==> config.mk <==
export PLATFORM = sky130hd
export DESIGN_NAME = bin2bcd_seq
export DESIGN_NICKNAME = d
export VERILOG_FILES = /design/src/rtl/bcd_pkg.sv /design/src/rtl/bcd_add3_cell.sv /design/src/rtl/bin2bcd_seq.sv
export SDC_FILE = /design/constraint.sdc
export NUM_CORES = 1
export LEC_CHECK = 0
export ABC_AREA = 1
export BUFFER_PORTS_ARGS = -buffer_cell sky130_fd_sc_hd__buf_2
export CORE_MARGIN = 2
export CORE_UTILIZATION = 30
export CTS_BUF_LIST = sky130_fd_sc_hd__clkbuf_16
export DETAILED_ROUTE_END_ITERATION = 6
export PLACE_DENSITY = 0.44
export REMOVE_ABC_BUFFERS = 1
export SLEW_MARGIN = 25
export SYNTH_ARGS = -nofsm -noshare
export SYNTH_HDL_FRONTEND = slang
export SYNTH_SLANG_ARGS = --single-unit
export TNS_END_PERCENT = 100
==> constraint.sdc <==
create_clock -name clk -period 2 [get_ports clk]
set_input_delay 0.1 -clock clk [delete_from_list [all_inputs] [get_ports clk]]
set_output_delay 0.1 -clock clk [all_outputs]
set_load 0.05 [all_outputs]
==> src/rtl/bcd_pkg.sv <==
// Shared constants, FSM encoding and leading-zero blanking helper for the
// sequential binary-to-BCD converter.
package bcd_pkg;

    localparam int          DIGITS       = 8;
    localparam logic [31:0] BCD_MAX      = 32'd99_999_999;
    localparam logic [3:0]  BLANK_NIBBLE = 4'hF;

    typedef enum logic [1:0] {
        IDLE = 2'd0,
        CONV = 2'd1,
        DONE = 2'd2
    } state_t;

    // Replace leading zero digits with BLANK_NIBBLE; digit 0 always stays lit.
    function automatic logic [31:0] blank_leading(input logic [31:0] bcd);
        logic [31:0] res;
        logic        lead;
        res  = bcd;
        lead = 1'b1;
        for (int d = DIGITS - 1; d >= 1; d--) begin
            if (lead && (bcd[d*4 +: 4] == 4'd0)) begin
                res[d*4 +: 4] = BLANK_NIBBLE;
            end else begin
                lead = 1'b0;
            end
        end
        return res;
    endfunction

endpackage

==> src/rtl/bcd_add3_cell.sv <==
// Double-dabble digit correction: a BCD digit of 5 or more gets +3 so that the
// following left shift carries correctly into the next decimal digit.
module bcd_add3_cell (
    input  logic [3:0] i_digit,
    output logic [3:0] o_digit
);

    assign o_digit = (i_digit >= 4'd5) ? (i_digit + 4'd3) : i_digit;

endmodule

==> src/rtl/bin2bcd_seq.sv <==
// Iterative binary-to-BCD converter (one bit per clock) feeding the 8-digit
// scanner. Define BIN2BCD_BLANK_EN to blank leading zero digits with 4'hF.
module bin2bcd_seq
    import bcd_pkg::*;
#(
    parameter int BIN_W = 27
) (
    input  logic             clk,
    input  logic             rst,
    input  logic             in_valid,
    input  logic [BIN_W-1:0] bin_in,
    output logic             in_ready,
    output logic [31:0]      bcd_out,
    output logic             out_valid,
    output logic             ovf
);

    localparam int CNT_W = $clog2(BIN_W + 1);

`ifdef BIN2BCD_BLANK_EN
    localparam logic [31:0] RST_BCD = 32'hFFFF_FFF0;
`else
    localparam logic [31:0] RST_BCD = 32'h0000_0000;
`endif

    state_t           r_state;
    logic [CNT_W-1:0] r_cnt;
    logic [BIN_W-1:0] r_bin;
    logic [31:0]      r_acc;
    logic             r_ovf_cand;
    logic             r_in_ready;
    logic [31:0]      r_bcd;
    logic             r_out_valid;
    logic             r_ovf;

    logic [31:0]      w_bin_ext;
    logic             w_ovf;
    logic [BIN_W-1:0] w_clamped;
    logic [31:0]      w_adj;
    logic [31:0]      w_next_acc;
    logic [31:0]      w_final;

    // Saturation can only trigger when BIN_W is wide enough to exceed BCD_MAX.
    assign w_bin_ext = 32'(bin_in);
    assign w_ovf     = (w_bin_ext > BCD_MAX);
    assign w_clamped = w_ovf ? BIN_W'(BCD_MAX) : bin_in;

    for (genvar d = 0; d < DIGITS; d++) begin : g_add3
        bcd_add3_cell u_cell (
            .i_digit (r_acc[d*4 +: 4]),
            .o_digit (w_adj[d*4 +: 4])
        );
    end

    assign w_next_acc = (w_adj << 1) | 32'(r_bin[BIN_W-1]);

`ifdef BIN2BCD_BLANK_EN
    assign w_final = blank_leading(w_next_acc);
`else
    assign w_final = w_next_acc;
`endif

    // NOTE: all state uses non-blocking assignments so every register samples
    // pre-edge values, independent of statement order.
    always_ff @(posedge clk or negedge rst) begin
        if (!rst) begin
            r_state     <= IDLE;
            r_cnt       <= '0;
            r_bin       <= '0;
            r_acc       <= '0;
            r_ovf_cand  <= 1'b0;
            r_in_ready  <= 1'b1;
            r_bcd       <= RST_BCD;
            r_out_valid <= 1'b0;
            r_ovf       <= 1'b0;
        end else begin
            case (r_state)
                IDLE: begin
                    if (in_valid) begin
                        r_bin      <= w_clamped;
                        r_ovf_cand <= w_ovf;
                        r_acc      <= '0;
                        r_cnt      <= CNT_W'(BIN_W);
                        r_in_ready <= 1'b0;
                        r_state    <= CONV;
                    end
                end
                CONV: begin
                    r_acc <= w_next_acc;
                    r_bin <= r_bin << 1;
                    r_cnt <= r_cnt - CNT_W'(1);
                    // Outputs move only here, so the scanner never sees partial results.
                    if (r_cnt == CNT_W'(1)) begin
                        r_bcd       <= w_final;
                        r_ovf       <= r_ovf_cand;
                        r_out_valid <= 1'b1;
                        r_state     <= DONE;
                    end
                end
                DONE: begin
                    r_out_valid <= 1'b0;
                    r_in_ready  <= 1'b1;
                    r_state     <= IDLE;
                end
                default: begin
                    r_out_valid <= 1'b0;
                    r_in_ready  <= 1'b1;
                    r_state     <= IDLE;
                end
            endcase
        end
    end

    assign in_ready  = r_in_ready;
    assign bcd_out   = r_bcd;
    assign out_valid = r_out_valid;
    assign ovf       = r_ovf;

endmodule

After elaboration in Yosys (flattened, before gate mapping)
Index checks and enable logic that the tools add are counted.
Storage, ports and cells
  word-level logic and storage cells: 64
  input port bits: 30
  register bits: 102
  output and inout bits: 35
Operators by class
  reductions and logical operators: 8
  muxes and demuxes: 22
  magnitude comparators: 9
  bitwise gates (word level): 3
  equal/unequal tests: 4
  $add $sub $neg: 9
Operator list (number)
  32-bit case mux with 2 select lines: 1
  27-bit two-way mux: 2
  27-bit case mux with 2 select lines: 1
  4-bit by 3-bit greater-or-equal comparator with 1-bit output, second input constant: 8
  32-bit two-way mux: 1
  32-bit by 1-bit OR with 32-bit output: 1
  4-bit by 2-bit adder with 4-bit output, second input constant: 7
  4-bit two-way mux: 7
  27-bit > comparator, second input constant: 1
  2-bit AND reduction: 6
  5-bit case mux with 2 select lines: 1
  5-bit by 1-bit equality test with 1-bit output, second input constant: 1
  5-bit two-way mux: 1
  5-bit by 1-bit subtractor with 5-bit output, second input constant: 1
  2-bit two-way mux: 2
  2-bit inequality test, second input constant: 2
  1-bit case mux with 2 select lines: 2
  2-bit case mux with 2 select lines: 1
  3-bit by 2-bit adder with 3-bit output, second input constant: 1
  3-bit two-way mux: 1
  2-bit by 1-bit equality test with 1-bit output, second input constant: 1
  2-bit logical NOT: 1
  1-bit two-way mux: 2
  1-bit inverter: 2
  2-bit nonzero test: 1

Longest topological paths before layout
Gate-level depths: netlist of run 1.
  depth after elaboration: 4
  gate-level depth with buffers: 12
  gate-level depth less buffers: 11

By module
From an unflattened synthesis of run 1, not the netlist that was laid out.
Unflattened totals
  cell total of the unflattened synthesis: 710
  area, all modules: 5534.1 um2
Modules (own cells, without submodules)
  bin2bcd_seq: sequential area each 2553.7 um2, area each 4453.0 um2, instances 1, cells an instance 526
  bcd_add3_cell: sequential area each 0.0 um2, area each 135.1 um2, instances 8, cells an instance 23

Least setup slack after synthesis of run 1
No wires, ideal clock.
  path type: flip-flop to flip-flop
  start: register r_acc[24]
  end: register r_acc[26]
  stages on the path, launching flop included: 9
  setup slack: 0.542 ns
  arrival time: 1.312 ns
  path buffers: 0
  library setup time: 0.146 ns
  period minus slack after synthesis: 1.458 ns
  data required time: 1.854 ns
  cell sequence: dfrtp_1 > inv_1 > ha_1 > inv_1 > or2_2 > nand2_1 > nand2_1 > o21ai_0 > o22ai_1
On the way
  cells in the longest elaborated chain, start to end: 4
  elaborated cells on any way between the ends: 5
  classes of those cells: add/sub (1); order compare (1); mux (2); bitwise (1)
RTL lines
  start, declared: RTL line bin2bcd_seq.sv:29  | logic [31:0] r_acc;
  start signal, assigned: RTL line bin2bcd_seq.sv:89  | r_acc <= w_next_acc;
  4-bit by 2-bit adder with 4-bit output or 4-bit by 3-bit greater-or-equal comparator with 1-bit output (tied branches): RTL line bcd_add3_cell.sv:8  | assign o_digit = (i_digit >= 4'd5) ? (i_digit + 4'd3) : i_digit;
  4-bit two-way mux (*): RTL line bcd_add3_cell.sv:8
  32-bit by 1-bit OR with 32-bit output (*): RTL line bin2bcd_seq.sv:55  | assign w_next_acc = (w_adj << 1) | 32'(r_bin[BIN_W-1]);
  32-bit case mux with 2 select lines (*): RTL line bin2bcd_seq.sv:77  | case (r_state)
Mark *: on every way between the ends. The rest lies on a longest branch, timed or not.
A chain may end at the register's enable or synchronous reset.

Worst setup path in the final report of run 1
  start: register r_acc[12]
  end: register r_acc[14]
Same word-level chain as after synthesis.

==> impl_metrics.ini, run 1 <==
[setup_path]
critPathCaptureType = flop
cpMostUsedCell = o21ai_0
start_kind = flop
crit_fanout = 3
cp_slowest_cell = dfrtp_1
crit_chain = inv_1 > ha_1 > inv_1 > o21ai_0 > nand2_1 > o21ai_0 > o21ai_0
cp.arrival_ns = 1.92
critPathMaxStageDelay_ns = 0.40
regToRegSetupSlack_ns = 0.31
crit_required_ns = 2.23
criticalPathCategory = flop to flop

[job]
drv_cap = 0

[die]
ios = 65
die_w_um = 134.8
row_count = 47
die_area_um2 = 18160
initial_utilization_pct = 30.82
core-area_um2 = 16640
die_y_um = 134.8

[clock_network]
clk_latency_ns = 0.36
cts-root-buf = clkbuf_16
clk_pin_slew_ns = 0.07
clockBufferDepth = 2
cts_max_level = 3
cts_sinks = 102
cts_tree = done
numCtsBuffers = 9
post_cts_buffers = 0

[route]
vias = 4104
vias_per_cell = 4.550
first_pass_iters = 4
drt_iter0_markers = 192
wl_um = 11790
wl_per_cell_um = 13.07
drcViolationCount = 0
ant_nets = 0

[finish]
fillers = 1763
finalInstanceArea_um2 = 5974
layout_common_cells = 178 x nand2_1, 101 x dfrtp_1, 68 x nor2_1, 63 x buf_2, 54 x o21ai_0
multiInputGateArea_um2 = 2198
layout_commonest_cell = nand2_1
syn2layout_area_growth_pct = 16.49
diodes = 0
utilization_pct = 35.90
fin_nets = 725
fin_cells = 902
regArea_um2 = 2554
drive_above_1_share_pct = 16.57

[place]
globalplace.congestion = 0.7834
place_hpwl_um = 8021
place_inst = 885
numPortBuffers = 64
dpl_cell_area_um2 = 5670

[global_route]
grt_pass1_wl_um = 20070
grt_use_met3_pct = 3.866
grt_use_met1_pct = 17.27
grt_busiest_layer = met2
grt_start_max_net_pins = 65
globalRouteMet2Util_pct = 23.86
overflow = 0
grt_usage_pct = 14.02
antenna_found_initial = 0
grt_pass1_vias = 4163

[sta]
fmax_ghz = 0.5912
worst_pin_slew_ns = 0.5496
min_period_over_period_pct = 84.57
fin_skew_ns = 0.01141
fin_crit_ns = 1.691
setup_violations = 0
finalHoldViolations = 0
drv_slew = 0
slew_headroom_pct = 63.36
rsz0062_at_grt = no

[power]
powerDensity_nw_per_um2 = 1767
ir_drop_mv = 0.6847
power_leakage_nw = 2.949

[synth]
yosys_warnings = 0
synth_cells = 617
yosysUniqueCellTypes = 32
yosys.area.top_type_share_pct = 49.28
synthTopCellsByArea = dfrtp_1 49%, nand2_1 13%, o21ai_0 5.3%, nor2_1 5.0%, ha_1 4.4%
syn_avg_cell_area_um2 = 8.312
synth_area_um2 = 5129
synth_seq_cells = 102
ys_seq_area_share_pct = 49.79
synth_top_area_cell = dfrtp_1

[outcome]
status = finished, final reports clean

[hold_path]
hold_class = primary input to flop
flip-flops by register name, indices dropped and copies added, names as in the netlist:
register    count
ovf             1
bcd_out        32
r_ovf_cand      1
in_ready        1
r_cnt           5
r_bin          27
out_valid       1
r_state         2
r_acc          32
synth_stat cells:
library cell,number
a21boi_0,1
a21oi_1,25
a22oi_1,9
buf_2,11
buf_4,1
buf_6,6
clkbuf_1,9
dfrtp_1,101
dfstp_2,1
ha_1,18
inv_1,52
inv_2,3
inv_4,1
nand2_1,178
nand2_2,1
nand2_4,1
nand3_1,9
nand3_2,1
nand3b_1,7
nand4_1,2
nor2_1,68
nor2_2,2
nor2_4,1
nor2_8,1
nor3_1,7
o21ai_0,54
o21ai_1,11
o22ai_1,15
o22ai_2,10
or2_0,1
or2_2,2
xor2_1,8
stage by stage:
step	setup TNS (ns)	setup slack [ns]	power, mW	hold WS (ns)
2_1_floorplan	-3.729	-0.1616	7.447	-0.1956
3_3_place_gp	0	0.1589	8.753	0.09227
3_5_place_dp	0	0.06512	8.887	0.09225
4_1_cts	0	0.05962	10.72	0.02083
5_1_grt	0	0.1314	11.54	0.04661
6_report	0	0.3086	10.56	0.03790
logic make-up after synthesis:
family / after synthesis / share of synthesized area (%)
AOI/OAI and AO/OA: 125 / 14.52
xor gates and xnor gates: 8 / 1.366
adders and majority gates: 18 / 4.391
buffers and inverters: 83 / 7.343
DFF: 102 / 49.79
and+or+nand+nor: 281 / 22.59
final cells by class:
type / count / share of cell area [%]
Sequential cell: 102 / 42.74
Multi-Input combinational cell: 432 / 36.80
Timing Repair Buffer: 76 / 7.372
Tap cell: 220 / 4.607
Clock buffer: 9 / 3.770
Inverter: 56 / 3.602
Clock inverter: 7 / 1.110
routing by layer:
metal  share of wire, %  wire length [um]
met4                1.4               160
met2                 47              5551
met1                 47              5599
met3                4.1               481
met5                  0                 0
power breakdown:
group | leakage (nW) | switching, mW | internal (mW)
registers | 1.23 | 0.587 | 3.04
clock network | 0.140 | 0.809 | 0.962
logic | 1.58 | 3.52 | 1.64
total | 2.95 | 4.92 | 5.64
repair_timing:
| item | in CTS | in global routing |
|---|---|---|
| hold endpoints to repair | 30 | 0 |
| endpoints found under the setup margin | 0 | 31 |
| hold buffers | 1 | 0 |
| gates resized for setup | 0 | 2 |
critical path, delay by kind of cell (launching register included):
kind                     cells  cell delay (ns)
AO/OA/AOI/OAI                3             0.67
buffers and inverters        2             0.19
adder cells (fa/ha/maj)      1             0.17
AND/OR/NAND/NOR              1             0.14
flip-flops                   1             0.40
path summary, 6_finish.rpt:
kind | startpoint | end | cells past startpoint
min in group asynchronous | rst | bcd_out[6]$_DFFE_PN0P_ | 2
max | r_acc[12]$_DFFE_PN0P_ | r_acc[14]$_DFFE_PN0P_ | 7
min | bin_in[15] | r_bin[15]$_DFFE_PN0P_ | 5
min reg2reg | r_cnt[4]$_DFFE_PN0P_ | r_cnt[4]$_DFFE_PN0P_ | 1
max in group asynchronous | rst | in_ready$_DFFE_PN1P_ | 3
max reg2reg | r_acc[12]$_DFFE_PN0P_ | r_acc[14]$_DFFE_PN0P_ | 7
(Power assumes the default switching activity.)
==> run 2, diff against run 1 <==
clock period = 1.7 ns   (was 2 ns; I/O delays follow)
==> impl_metrics.ini, run 2 (synthesis gave the netlist of run 1 again) <==
[setup_path]
critPathCaptureType = flop
r2r_end = bcd_out[26]$_DFFE_PN0P_
crit_start = r_acc[25]$_DFFE_PN0P_
ff2ff_path_depth = 9
regToRegSetupSlack_ns = 0.11
crit_chain = inv_1 > ha_1 > inv_1 > or2_2 > nand2_1 > nand2_1 > nand2_1 > o21ai_1 > o21ai_0
cpMostUsedCell = nand2_1
worstReg2RegStart = r_acc[25]$_DFFE_PN0P_
cp.depth = 9
cp_slowest_cell = dfrtp_1
critPathCapture = bcd_out[26]$_DFFE_PN0P_
start_kind = flop
crit_fanout = 4
crit_family = simple AND/OR/NAND/NOR gates
crit_required_ns = 1.96
cp.arrival_ns = 1.85
criticalPathCategory = flop to flop
critPathMaxStageDelay_ns = 0.38
path_buf_inv = 2

[route]
drt_iter0_markers = 211
wl_um = 11730
drcViolationCount = 0
vias_per_cell = 4.604
vias = 4153
first_pass_iters = 4
ant_nets = 0
wl_per_cell_um = 13.00

[global_route]
overflow = 0
grt_pass1_wl_um = 20020
grt_usage_pct = 13.69
grt_use_met1_pct = 16.77
grt_start_max_net_pins = 65
grt_pass1_vias = 4244
globalRouteMet2Util_pct = 23.66
grt_busiest_layer = met2
antenna_found_initial = 0
grt_use_met3_pct = 4.279

[power]
ir_drop_mv = 0.7516
power_leakage_nw = 2.983
powerDensity_nw_per_um2 = 2066

[sta]
fmax_ghz = 0.6301
finalWorstSetupSlack_ns = 0.1130
drv_slew = 0
worst_pin_slew_ns = 0.4102
setup_violations = 0
min_period_over_period_pct = 93.36
rsz0062_at_grt = yes
tns_ns = 0
fin_skew_ns = 0.009235
finalHoldViolations = 0
slew_headroom_pct = 72.65
fin_crit_ns = 1.587

[finish]
multiInputGateArea_um2 = 2240
diodes = 0
layout_commonest_cell = nand2_1
drive_above_1_share_pct = 17.16
regArea_um2 = 2554
utilization_pct = 36.46
fillers = 1767
fin_nets = 725
fin_cells = 902
layout_common_cells = 178 x nand2_1, 101 x dfrtp_1, 68 x nor2_1, 63 x buf_2, 53 x inv_1
syn2layout_area_growth_pct = 18.30

[die]
initial_utilization_pct = 30.82
core-area_um2 = 16640
die_w_um = 134.8
die_area_um2 = 18160
row_count = 47
ios = 65
die_y_um = 134.8

[job]
drv_cap = 0

[hold_path]
hold_class = primary input to flop
min_path_cells = 5

[clock_network]
clockBufferDepth = 2
numCtsBuffers = 9
cts_tree = done
cts_sinks = 102
cts-root-buf = clkbuf_16
clk_pin_slew_ns = 0.07
cts_max_level = 3
clk_latency_ns = 0.35
post_cts_buffers = 0

[place]
numPortBuffers = 64
post-place-ws_ns = 0.09331
place_inst = 885
globalplace.congestion = 0.7517
place_hpwl_um = 7857

[outcome]
status = finished, final reports clean
## run 2: worst reg2reg max path, stage by stage, from the launching register on
cell     delay (ns)
dfrtp_1        0.38
inv_1          0.12
ha_1           0.17
inv_1          0.06
or2_2          0.29
nand2_1        0.06
nand2_1        0.11
nand2_1        0.08
o21ai_1        0.07
o21ai_0        0.17
## run 2: worst min-delay path by stage
stage              start                     end  slack [ns]
3_5_place_dp         rst  bcd_out[7]$_DFFE_PN0P_        0.05
4_1_cts        bin_in[4]    r_bin[4]$_DFFE_PN0P_        0.02
3_3_place_gp         rst  bcd_out[7]$_DFFE_PN0P_        0.04
5_1_grt        bin_in[0]    r_bin[0]$_DFFE_PN0P_        0.04
6_report       bin_in[5]    r_bin[5]$_DFFE_PN0P_        0.04
2_1_floorplan        rst  bcd_out[0]$_DFFE_PN0P_       -0.21
## run 2: power by group
group / total [mW] / switching [mW] / internal (mW) / leakage [nW]
registers: 4.29 / 0.710 / 3.58 / 1.23
clock network: 2.01 / 0.893 / 1.12 / 0.145
logic: 6.23 / 4.19 / 2.03 / 1.61
total: 12.5 / 5.80 / 6.74 / 2.98
## run 2: layer usage
| metal | up-vias | wire, um |
|---|---|---|
| met2 | 67 | 5646 |
| met4 | 0 | 44 |
| met5 | - | 0 |
| met3 | 5 | 488 |
| li1 | 2114 | - |
| met1 | 1967 | 5546 |
## run 2: timing repair
item | CTS | global route
endpoints found under the setup margin | 0 | 23
hold buffers | 1 | 0
hold endpoints to repair | 26 | 0
gates resized for setup | 0 | 17
## run 2: through the flow
step	total power [mW]	area, um2	hold slack, ns
after global routing	13.69	6067	0.04415
final	12.53	6067	0.04011
after detailed placement	10.48	5733	0.04847
after global placement	10.31	5733	0.04125
after floorplan	8.761	4965	-0.2106
after CTS	12.57	6026	0.02483
## run 2: final cells by class
class | count | share of cell area [%]
Sequential cell | 102 | 42.09
Multi-Input combinational cell | 432 | 36.91
Timing Repair Buffer | 76 | 8.290
Tap cell | 220 | 4.537
Clock buffer | 9 | 3.712
Inverter | 56 | 3.506
Clock inverter | 7 | 0.9486
